**config.mk**
```make
export PLATFORM = sky130hd
export DESIGN_NAME = acsu_folded_radix_flat
export DESIGN_NICKNAME = d
export VERILOG_FILES = /design/src/rtl/acsu_folded_radix_pkg.sv /design/src/rtl/acsu_folded_radix_if.sv /design/src/rtl/acsu_folded_radix_acs_radix_lane.sv /design/src/rtl/acsu_folded_radix.sv /design/src/flat_wrapper.sv
export SDC_FILE = /design/constraint.sdc
export NUM_CORES = 1
export LEC_CHECK = 0
export BUFFER_PORTS_ARGS = -buffer_cell sky130_fd_sc_hd__clkbuf_2
export CORE_MARGIN = 2
export CORE_UTILIZATION = 56
export DETAILED_ROUTE_END_ITERATION = 8
export GPL_TIMING_DRIVEN = 0
export PLACE_DENSITY = 0.8
export REMOVE_ABC_BUFFERS = 1
export SYNTH_ARGS = -nofsm -noshare
export SYNTH_HDL_FRONTEND = slang
export SYNTH_SLANG_ARGS = --single-unit
```
**constraint.sdc**
```tcl
create_clock -name i_clk -period 11.6 [get_ports i_clk]
set_clock_uncertainty 0.2 [all_clocks]
set_input_delay 1.16 -clock i_clk [delete_from_list [all_inputs] [get_ports i_clk]]
set_output_delay 1.16 -clock i_clk [all_outputs]
set_load 0.03 [all_outputs]
```
**src/rtl/acsu_folded_radix_pkg.sv**
```systemverilog
// Shared definitions for the folded add-compare-select unit.
// Holds the default trellis widths, the FSM state encoding, the saturation
// constant helper and the predecessor-index function. The top, its interface
// and the ACS lane all import it.
package acsu_folded_radix_pkg;

  localparam int DEF_M           = 3;
  localparam int DEF_K           = 2;
  localparam int DEF_BMW         = 4;
  localparam int DEF_W           = 8;
  localparam int DEF_P           = 2;
  localparam int DEF_NORM_THRESH = 128;
  localparam int DEF_INIT_BIAS   = 64;

  typedef enum logic [1:0] {
    ST_IDLE = 2'd0,
    ST_BUSY = 2'd1,
    ST_DONE = 2'd2
  } acsu_state_e;

  // Largest value a w-bit unsigned path metric can hold.
  function automatic longint unsigned sat_value(input int w);
    return (64'd1 << w) - 64'd1;
  endfunction

  // State that reaches s via branch b: the shift register drops K bits and
  // the branch index supplies the oldest bits.
  function automatic int unsigned pred_state(input int unsigned s, input int unsigned b,
                                             input int m, input int k);
    return ((s >> k) | (b << (m - k))) & ((32'd1 << m) - 32'd1);
  endfunction

endpackage

```
**src/rtl/acsu_folded_radix_if.sv**
```systemverilog
// Handshake and metric bus between the branch-metric unit, the ACSU and the
// survivor memory.
//   i_init, i_bm_valid, i_bm_in : driven by the producer (master)
//   o_bm_ready                  : ACSU can take a branch-metric vector
//   o_dec_valid, o_dec_out      : one-cycle step-complete pulse and decisions
//   o_pm_out                    : committed path metrics
//   o_best_state/o_best_metric  : lowest-metric state of the last step
//   o_norm_applied              : last step subtracted the threshold
interface acsu_folded_radix_if import acsu_folded_radix_pkg::*; #(
  parameter int M   = DEF_M,
  parameter int K   = DEF_K,
  parameter int BMW = DEF_BMW,
  parameter int W   = DEF_W
);
  localparam int N  = 1 << M;
  localparam int NB = 1 << K;

  logic                  i_init;
  logic                  i_bm_valid;
  logic [N*NB*BMW-1:0]   i_bm_in;
  logic                  o_bm_ready;
  logic                  o_dec_valid;
  logic [N*K-1:0]        o_dec_out;
  logic [N*W-1:0]        o_pm_out;
  logic [M-1:0]          o_best_state;
  logic [W-1:0]          o_best_metric;
  logic                  o_norm_applied;

  modport master (
    output i_init, i_bm_valid, i_bm_in,
    input  o_bm_ready, o_dec_valid, o_dec_out, o_pm_out,
           o_best_state, o_best_metric, o_norm_applied
  );

  modport slave (
    input  i_init, i_bm_valid, i_bm_in,
    output o_bm_ready, o_dec_valid, o_dec_out, o_pm_out,
           o_best_state, o_best_metric, o_norm_applied
  );

endinterface

```
**src/rtl/acsu_folded_radix_acs_radix_lane.sv**
```systemverilog
// One combinational ACS lane: 2^K-way add, saturate, compare and select.
//   i_pm     : predecessor metrics, branch b at [b*W +: W]
//   i_bm     : branch metrics, branch b at [b*BMW +: BMW]
//   i_sub    : normalisation amount removed from every candidate
//   o_metric : surviving (minimum) candidate
//   o_dec    : winning branch index, lowest index on ties
module acs_radix_lane import acsu_folded_radix_pkg::*; #(
  parameter int K   = DEF_K,
  parameter int BMW = DEF_BMW,
  parameter int W   = DEF_W
) (
  input  logic [(1<<K)*W-1:0]   i_pm,
  input  logic [(1<<K)*BMW-1:0] i_bm,
  input  logic [W-1:0]          i_sub,
  output logic [W-1:0]          o_metric,
  output logic [K-1:0]          o_dec
);
  localparam int NB = 1 << K;
  localparam logic [W:0] LP_SAT = (W+1)'(sat_value(W));

  logic [W:0] w_cand [NB];
  logic [W:0] w_best;

  // One extra bit holds the carry; the subtraction never underflows because
  // every metric is at least the previous minimum, which is at least i_sub.
  always_comb begin
    for (int b = 0; b < NB; b++) begin
      w_cand[b] = {1'b0, i_pm[b*W +: W]} + (W+1)'(i_bm[b*BMW +: BMW]) - {1'b0, i_sub};
      if (w_cand[b] > LP_SAT) w_cand[b] = LP_SAT;
    end
  end

  // Strict less-than keeps the earlier (lower) branch on ties.
  always_comb begin
    w_best = w_cand[0];
    o_dec  = '0;
    for (int b = 1; b < NB; b++) begin
      if (w_cand[b] < w_best) begin
        w_best = w_cand[b];
        o_dec  = K'(b);
      end
    end
    o_metric = w_best[W-1:0];
  end

endmodule

```
**src/rtl/acsu_folded_radix.sv**
```systemverilog
// Time-folded add-compare-select unit for a 2^M-state, 2^K-branch trellis.
// P lanes sweep the states over N/P cycles per accepted branch-metric vector;
// path metrics are double-buffered (committed / in-progress).
//   i_clk   : rising-edge clock
//   i_rst_n : asynchronous active-low reset
//   bus     : handshake, branch metrics in; decisions, metrics, best state out
module acsu_folded_radix import acsu_folded_radix_pkg::*; #(
  parameter int M           = DEF_M,
  parameter int K           = DEF_K,
  parameter int BMW         = DEF_BMW,
  parameter int W           = DEF_W,
  parameter int P           = DEF_P,
  parameter int NORM_THRESH = DEF_NORM_THRESH,
  parameter int INIT_BIAS   = DEF_INIT_BIAS
) (
  input  logic                i_clk,
  input  logic                i_rst_n,
  acsu_folded_radix_if.slave  bus
);
  localparam int N      = 1 << M;
  localparam int NB     = 1 << K;
  localparam int NSLICE = N / P;
  localparam int CW     = (NSLICE > 1) ? $clog2(NSLICE) : 1;
  localparam logic [CW-1:0] LP_CNT_LAST = CW'(NSLICE - 1);
  localparam logic [W-1:0]  LP_SAT      = W'(sat_value(W));
  localparam logic [W-1:0]  LP_THRESH   = W'(NORM_THRESH);
  localparam logic [W-1:0]  LP_BIAS     = W'(INIT_BIAS);

  acsu_state_e        r_state, w_state_nxt;
  logic [CW-1:0]      r_cnt;
  logic [W-1:0]       r_pm_old [N];
  logic [W-1:0]       r_pm_new [N];
  logic [K-1:0]       r_dec_work [N];
  logic [K-1:0]       r_dec_out [N];
  logic [BMW-1:0]     r_bm [N][NB];
  logic               r_norm_sub;
  logic [W-1:0]       r_min;
  logic [M-1:0]       r_argmin;
  logic [M-1:0]       r_best_state;
  logic [W-1:0]       r_best_metric;
  logic               r_norm_applied;

  logic               w_accept, w_init, w_last;
  logic [W-1:0]       w_sub;
  logic [M-1:0]       w_idx [P];
  logic [NB*W-1:0]    w_lane_pm [P];
  logic [NB*BMW-1:0]  w_lane_bm [P];
  logic [W-1:0]       w_lane_metric [P];
  logic [K-1:0]       w_lane_dec [P];
  logic [W-1:0]       w_pm_next [N];
  logic [K-1:0]       w_dec_next [N];
  logic [W-1:0]       w_min_next;
  logic [M-1:0]       w_argmin_next;

  assign w_last = (r_cnt == LP_CNT_LAST);
  assign w_sub  = r_norm_sub ? LP_THRESH : '0;

  // Gather predecessor metrics and captured branch metrics for this slice.
  always_comb begin
    for (int l = 0; l < P; l++) begin
      w_idx[l]     = M'(int'(r_cnt) * P + l);
      w_lane_pm[l] = '0;
      w_lane_bm[l] = '0;
      for (int b = 0; b < NB; b++) begin
        w_lane_pm[l][b*W +: W]     = r_pm_old[M'(pred_state(32'(w_idx[l]), b, M, K))];
        w_lane_bm[l][b*BMW +: BMW] = r_bm[w_idx[l]][K'(b)];
      end
    end
  end

  for (genvar l = 0; l < P; l++) begin : g_lane
    acs_radix_lane #(.K(K), .BMW(BMW), .W(W)) u_lane (
      .i_pm     (w_lane_pm[l]),
      .i_bm     (w_lane_bm[l]),
      .i_sub    (w_sub),
      .o_metric (w_lane_metric[l]),
      .o_dec    (w_lane_dec[l])
    );
  end

  // Merge this slice into the working buffers and the running minimum.
  // Lanes are visited in ascending state order, so strict less-than keeps
  // the lowest state index on ties across the whole sweep.
  always_comb begin
    w_pm_next     = r_pm_new;
    w_dec_next    = r_dec_work;
    w_min_next    = r_min;
    w_argmin_next = r_argmin;
    for (int l = 0; l < P; l++) begin
      w_pm_next[w_idx[l]]  = w_lane_metric[l];
      w_dec_next[w_idx[l]] = w_lane_dec[l];
      if (w_lane_metric[l] < w_min_next) begin
        w_min_next    = w_lane_metric[l];
        w_argmin_next = w_idx[l];
      end
    end
  end

  always_comb begin
    w_state_nxt     = r_state;
    w_accept        = 1'b0;
    w_init          = 1'b0;
    bus.o_bm_ready  = 1'b0;
    bus.o_dec_valid = 1'b0;
    unique case (r_state)
      ST_IDLE: begin
        bus.o_bm_ready = !bus.i_init;
        if (bus.i_init) begin
          w_init = 1'b1;
        end else if (bus.i_bm_valid) begin
          w_accept    = 1'b1;
          w_state_nxt = ST_BUSY;
        end
      end
      ST_BUSY: if (w_last) w_state_nxt = ST_DONE;
      ST_DONE: begin
        bus.o_dec_valid = 1'b1;
        w_state_nxt     = ST_IDLE;
      end
      default: w_state_nxt = ST_IDLE;
    endcase
  end

  always_ff @(posedge i_clk or negedge i_rst_n) begin
    if (!i_rst_n) begin
      r_state        <= ST_IDLE;
      r_cnt          <= '0;
      r_norm_sub     <= 1'b0;
      r_min          <= LP_SAT;
      r_argmin       <= '0;
      r_best_state   <= '0;
      r_best_metric  <= '0;
      r_norm_applied <= 1'b0;
      for (int s = 0; s < N; s++) begin
        r_pm_old[s]  <= (s == 0) ? '0 : LP_BIAS;
        r_dec_out[s] <= '0;
      end
    end else begin
      r_state <= w_state_nxt;
      // Reloading puts state 0 at metric 0, which is then the true minimum;
      // the best-state record follows so the next step does not normalise
      // against a stale minimum.
      if (w_init) begin
        for (int s = 0; s < N; s++) r_pm_old[s] <= (s == 0) ? '0 : LP_BIAS;
        r_best_state   <= '0;
        r_best_metric  <= '0;
        r_norm_applied <= 1'b0;
      end
      if (w_accept) begin
        r_cnt      <= '0;
        r_norm_sub <= (r_best_metric >= LP_THRESH);
        r_min      <= LP_SAT;
        r_argmin   <= '0;
      end
      if (r_state == ST_BUSY) begin
        r_cnt    <= r_cnt + CW'(1);
        r_min    <= w_min_next;
        r_argmin <= w_argmin_next;
        if (w_last) begin
          r_cnt          <= '0;
          r_pm_old       <= w_pm_next;
          r_dec_out      <= w_dec_next;
          r_best_state   <= w_argmin_next;
          r_best_metric  <= w_min_next;
          r_norm_applied <= r_norm_sub;
        end
      end
    end
  end

  // Working buffers are fully rewritten every step before being committed.
  always_ff @(posedge i_clk) begin
    if (w_accept) begin
      for (int s = 0; s < N; s++)
        for (int b = 0; b < NB; b++)
          r_bm[s][b] <= bus.i_bm_in[(s*NB + b)*BMW +: BMW];
    end
    if (r_state == ST_BUSY) begin
      r_pm_new   <= w_pm_next;
      r_dec_work <= w_dec_next;
    end
  end

  always_comb begin
    bus.o_pm_out  = '0;
    bus.o_dec_out = '0;
    for (int s = 0; s < N; s++) begin
      bus.o_pm_out[s*W +: W]  = r_pm_old[s];
      bus.o_dec_out[s*K +: K] = r_dec_out[s];
    end
  end

  assign bus.o_best_state   = r_best_state;
  assign bus.o_best_metric  = r_best_metric;
  assign bus.o_norm_applied = r_norm_applied;

endmodule

```
**src/flat_wrapper.sv**
```systemverilog
// flat-port wrapper written by rule: the top's interface ports become plain ports
module acsu_folded_radix_flat import acsu_folded_radix_pkg::*;
#(
  parameter int M           = DEF_M,
  parameter int K           = DEF_K,
  parameter int BMW         = DEF_BMW,
  parameter int W           = DEF_W,
  parameter int P           = DEF_P,
  parameter int NORM_THRESH = DEF_NORM_THRESH,
  parameter int INIT_BIAS   = DEF_INIT_BIAS
)
  (i_clk, i_rst_n, bus_i_init, bus_i_bm_valid, bus_i_bm_in, bus_o_bm_ready, bus_o_dec_valid, bus_o_dec_out, bus_o_pm_out, bus_o_best_state, bus_o_best_metric, bus_o_norm_applied);
  acsu_folded_radix_if #(.M(M), .K(K), .BMW(BMW), .W(W)) bus_i ();
  input  logic i_clk;
  input  logic i_rst_n;
  input wire logic [$bits(bus_i.i_init)-1:0] bus_i_init;
  input wire logic [$bits(bus_i.i_bm_valid)-1:0] bus_i_bm_valid;
  input wire logic [$bits(bus_i.i_bm_in)-1:0] bus_i_bm_in;
  output wire logic [$bits(bus_i.o_bm_ready)-1:0] bus_o_bm_ready;
  output wire logic [$bits(bus_i.o_dec_valid)-1:0] bus_o_dec_valid;
  output wire logic [$bits(bus_i.o_dec_out)-1:0] bus_o_dec_out;
  output wire logic [$bits(bus_i.o_pm_out)-1:0] bus_o_pm_out;
  output wire logic [$bits(bus_i.o_best_state)-1:0] bus_o_best_state;
  output wire logic [$bits(bus_i.o_best_metric)-1:0] bus_o_best_metric;
  output wire logic [$bits(bus_i.o_norm_applied)-1:0] bus_o_norm_applied;
  assign bus_i.i_init = bus_i_init;
  assign bus_i.i_bm_valid = bus_i_bm_valid;
  assign bus_i.i_bm_in = bus_i_bm_in;
  assign bus_o_bm_ready = bus_i.o_bm_ready;
  assign bus_o_dec_valid = bus_i.o_dec_valid;
  assign bus_o_dec_out = bus_i.o_dec_out;
  assign bus_o_pm_out = bus_i.o_pm_out;
  assign bus_o_best_state = bus_i.o_best_state;
  assign bus_o_best_metric = bus_i.o_best_metric;
  assign bus_o_norm_applied = bus_i.o_norm_applied;
  acsu_folded_radix #(.M(M), .K(K), .BMW(BMW), .W(W), .P(P), .NORM_THRESH(NORM_THRESH), .INIT_BIAS(INIT_BIAS)) u_core (.i_clk(i_clk), .i_rst_n(i_rst_n), .bus(bus_i));
endmodule
```
==> metrics <==
most frequent cells in the layout clkbuf_2, edfxtp_1, dfrtp_1; Final Hold Fails 0; largest net degree at the start of global routing 109; TritonCTS clock tree done; share of cells above drive strength 1 28.3%; DR vias 8451; full die area 22600 µm²; Antenna Cells 0; post-synthesis cell area 12000 µm²; Layout fillers 1593; Post-synth top flop edfxtp_1; clock buffer count from CTS 24; final setup vio count 0; Syn-to-layout area delta 16.0%; Peak Freq 0.0951 GHz; slowest stage delay, CP 0.91 ns; Post-DRT Antenna Nets 0; Slew HR 11.6%; Starting Density 57.1%; CP max-delay cell dfrtp_2; CTS Hold Buffers Added 0; CP Class flip-flop to flip-flop; drt first pass iters 7; IO buf count 161; CTS max path bufs 3; CP dominant cell by count ha_1; Netlist cell types 72; Top delay family on crit path compound AO/OA/AOI/OAI gates; Synth Warn # 0; Synth top area share 31.0%; die height 150 µm; Worst setup SP type flip-flop; CP bufs+invs 1; Hold Path Class flip-flop to flip-flop; Synth area leaders edfxtp_1, dfrtp_1, ha_1; setup TNS 0 ns; critical path endpoint category flip-flop; Clock Pin Slew Worst Setup and Hold Paths 0.06 ns; antenna violations before repair 0; Worst EP required 11.80 ns; WP data arrival 10.72 ns; first-pass GRT wire length 43.8 mm; EDFF count, synth 124; GRT Overall Usage 24.9%; final period utilization 90.6%; commonest non-fill, non-tap cell in the layout clkbuf_2; post-DP HPWL 19.1 mm; via/cell ratio 5.98; final WL 28.1 mm; worst-margin pin slew 1.33 ns; maxcap violations 0; num rows 53; drc violations 0; TritonCTS Sinks 232; H-tree lvl count 1; syn_area_per_cell 12.3 µm²; Period minus WS final 10.51 ns; Gate Count Post-Synth 974; Nets 1316; worst-skew pair later-pin latency 0.53 ns; Die Wd 150 µm; sequential area share after synthesis 53.7%; Congestion Overflow GR 0; root buf cell clkbuf_16; Slew Limit Fails 0; DR iter-0 viols 583; DR WL/cell 19.9 µm; number of global-route vias before repair 8195; core area 21000 µm²; status finished, final reports clean; # resized after CTS 0; Util after Layout 66.3%; post-CTS setup buffer count 0; CP Max Fanout 26; FFs w/ async S/R, synth 46.6%; # IOs 226; leading area contributor after synthesis edfxtp_1; RSZ-0062 raised after global routing no; routability congestion estimate 0.879; post-synthesis register bit count 232
## synth_stat cells (16+ instances only)
cell	n
edfxtp_1	124
dfrtp_1	93
mux2_2	66
ha_1	64
nand2_1	56
a22o_1	55
nor2_1	48
inv_1	46
a21oi_1	44
o21ai_0	41
clkbuf_1	36
mux2i_1	28
mux4_2	16
nor2b_1	16
## path summary, 6_finish.rpt
check                                         start  slack (ns)  cells after the start                     endpoint
max reg2reg                         u_core.r_cnt[0]        1.09                     32  u_core.bus.o_best_metric[2]
min in group asynchronous                   i_rst_n        0.52                      2      u_core.bus.o_pm_out[31]
max in group asynchronous                   i_rst_n       10.23                      2              u_core.r_cnt[1]
min reg2reg                u_core.bus.o_dec_out[14]        0.27                      2     u_core.bus.o_dec_out[14]
max                                 u_core.r_cnt[0]        1.09                     32  u_core.bus.o_best_metric[2]
min                        u_core.bus.o_dec_out[14]        0.27                      2     u_core.bus.o_dec_out[14]
## worst register-to-register path, delay by kind of cell (launching register included)
kind,cells,cell delay (ns)
buffers and inverters,1,0.11
muxes,2,1.33
AOI/OAI and AO/OA,14,3.62
adders and majority gates,5,1.50
DFF,1,0.91
and+or+nand+nor,10,2.71
## final cells by class
cell class / count / area [µm²] / share of cell area [%]
repair buffers: 166 / 930 / 6.67
inverters: 48 / 183 / 1.31
multi-input cells: 648 / 5200 / 37.3
well taps: 275 / 344 / 2.47
flip-flops and latches: 232 / 6450 / 46.3
clock buffers: 36 / 696 / 4.99
clock inverters: 8 / 128 / 0.916
## through the flow
| step | hold WS (ns) | instances | setup slack [ns] | cell area (µm²) |
|---|---|---|---|---|
| finish | 0.270 | 1413 | 1.09 | 13900 |
| detailed placement | 0.263 | 1369 | 1.31 | 13100 |
| floorplan | 0.249 | 928 | 2.47 | 11800 |
| global route | 0.314 | 1413 | 0.348 | 13900 |
| global placement | 0.258 | 1364 | -0.0580 | 13000 |
| CTS | 0.277 | 1413 | 1.19 | 13900 |
## flip-flops by register name (all words and copies together), names as in the netlist
name                       flops
u_core.bus.o_dec_out          16
u_core.r_argmin                3
u_core.bus.o_pm_out           64
u_core.r_norm_sub              1
u_core.bus.o_best_metric       8
u_core.r_bm                   64
u_core.r_min                   8
u_core.r_state                 2
u_core.r_cnt                   2
u_core.bus.o_best_state        3
u_core.r_dec_work             12
u_core.bus.o_norm_applied      1
u_core.r_pm_new               48
## layer usage
metal / GRT usage [%] / vias to the layer above / wire, µm
met2: 41.5 / 314 / 13400
met4: 5.99 / 0 / 513
met1: 34.5 / 4132 / 12200
met5: 0 / - / 0
met3: 3.88 / 37 / 1990
li1: - / 3968 / -
## logic make-up (layout without fill, tap and decap cells)
logic type,count (synthesis),count (layout),share of synthesized area [%]
mux,110,110,11.5
fa+ha+maj,64,64,6.67
buf+inv,96,258,3.17
compound gates,246,246,15.0
flops,232,232,53.7
xor+xnor,23,23,1.68
other cells,2,4,0.0625
simple gates,201,201,8.25
Power is left out: the tool's default activity adds up to more than one toggle a clock period on the data nets, which glitch-free logic cannot reach.
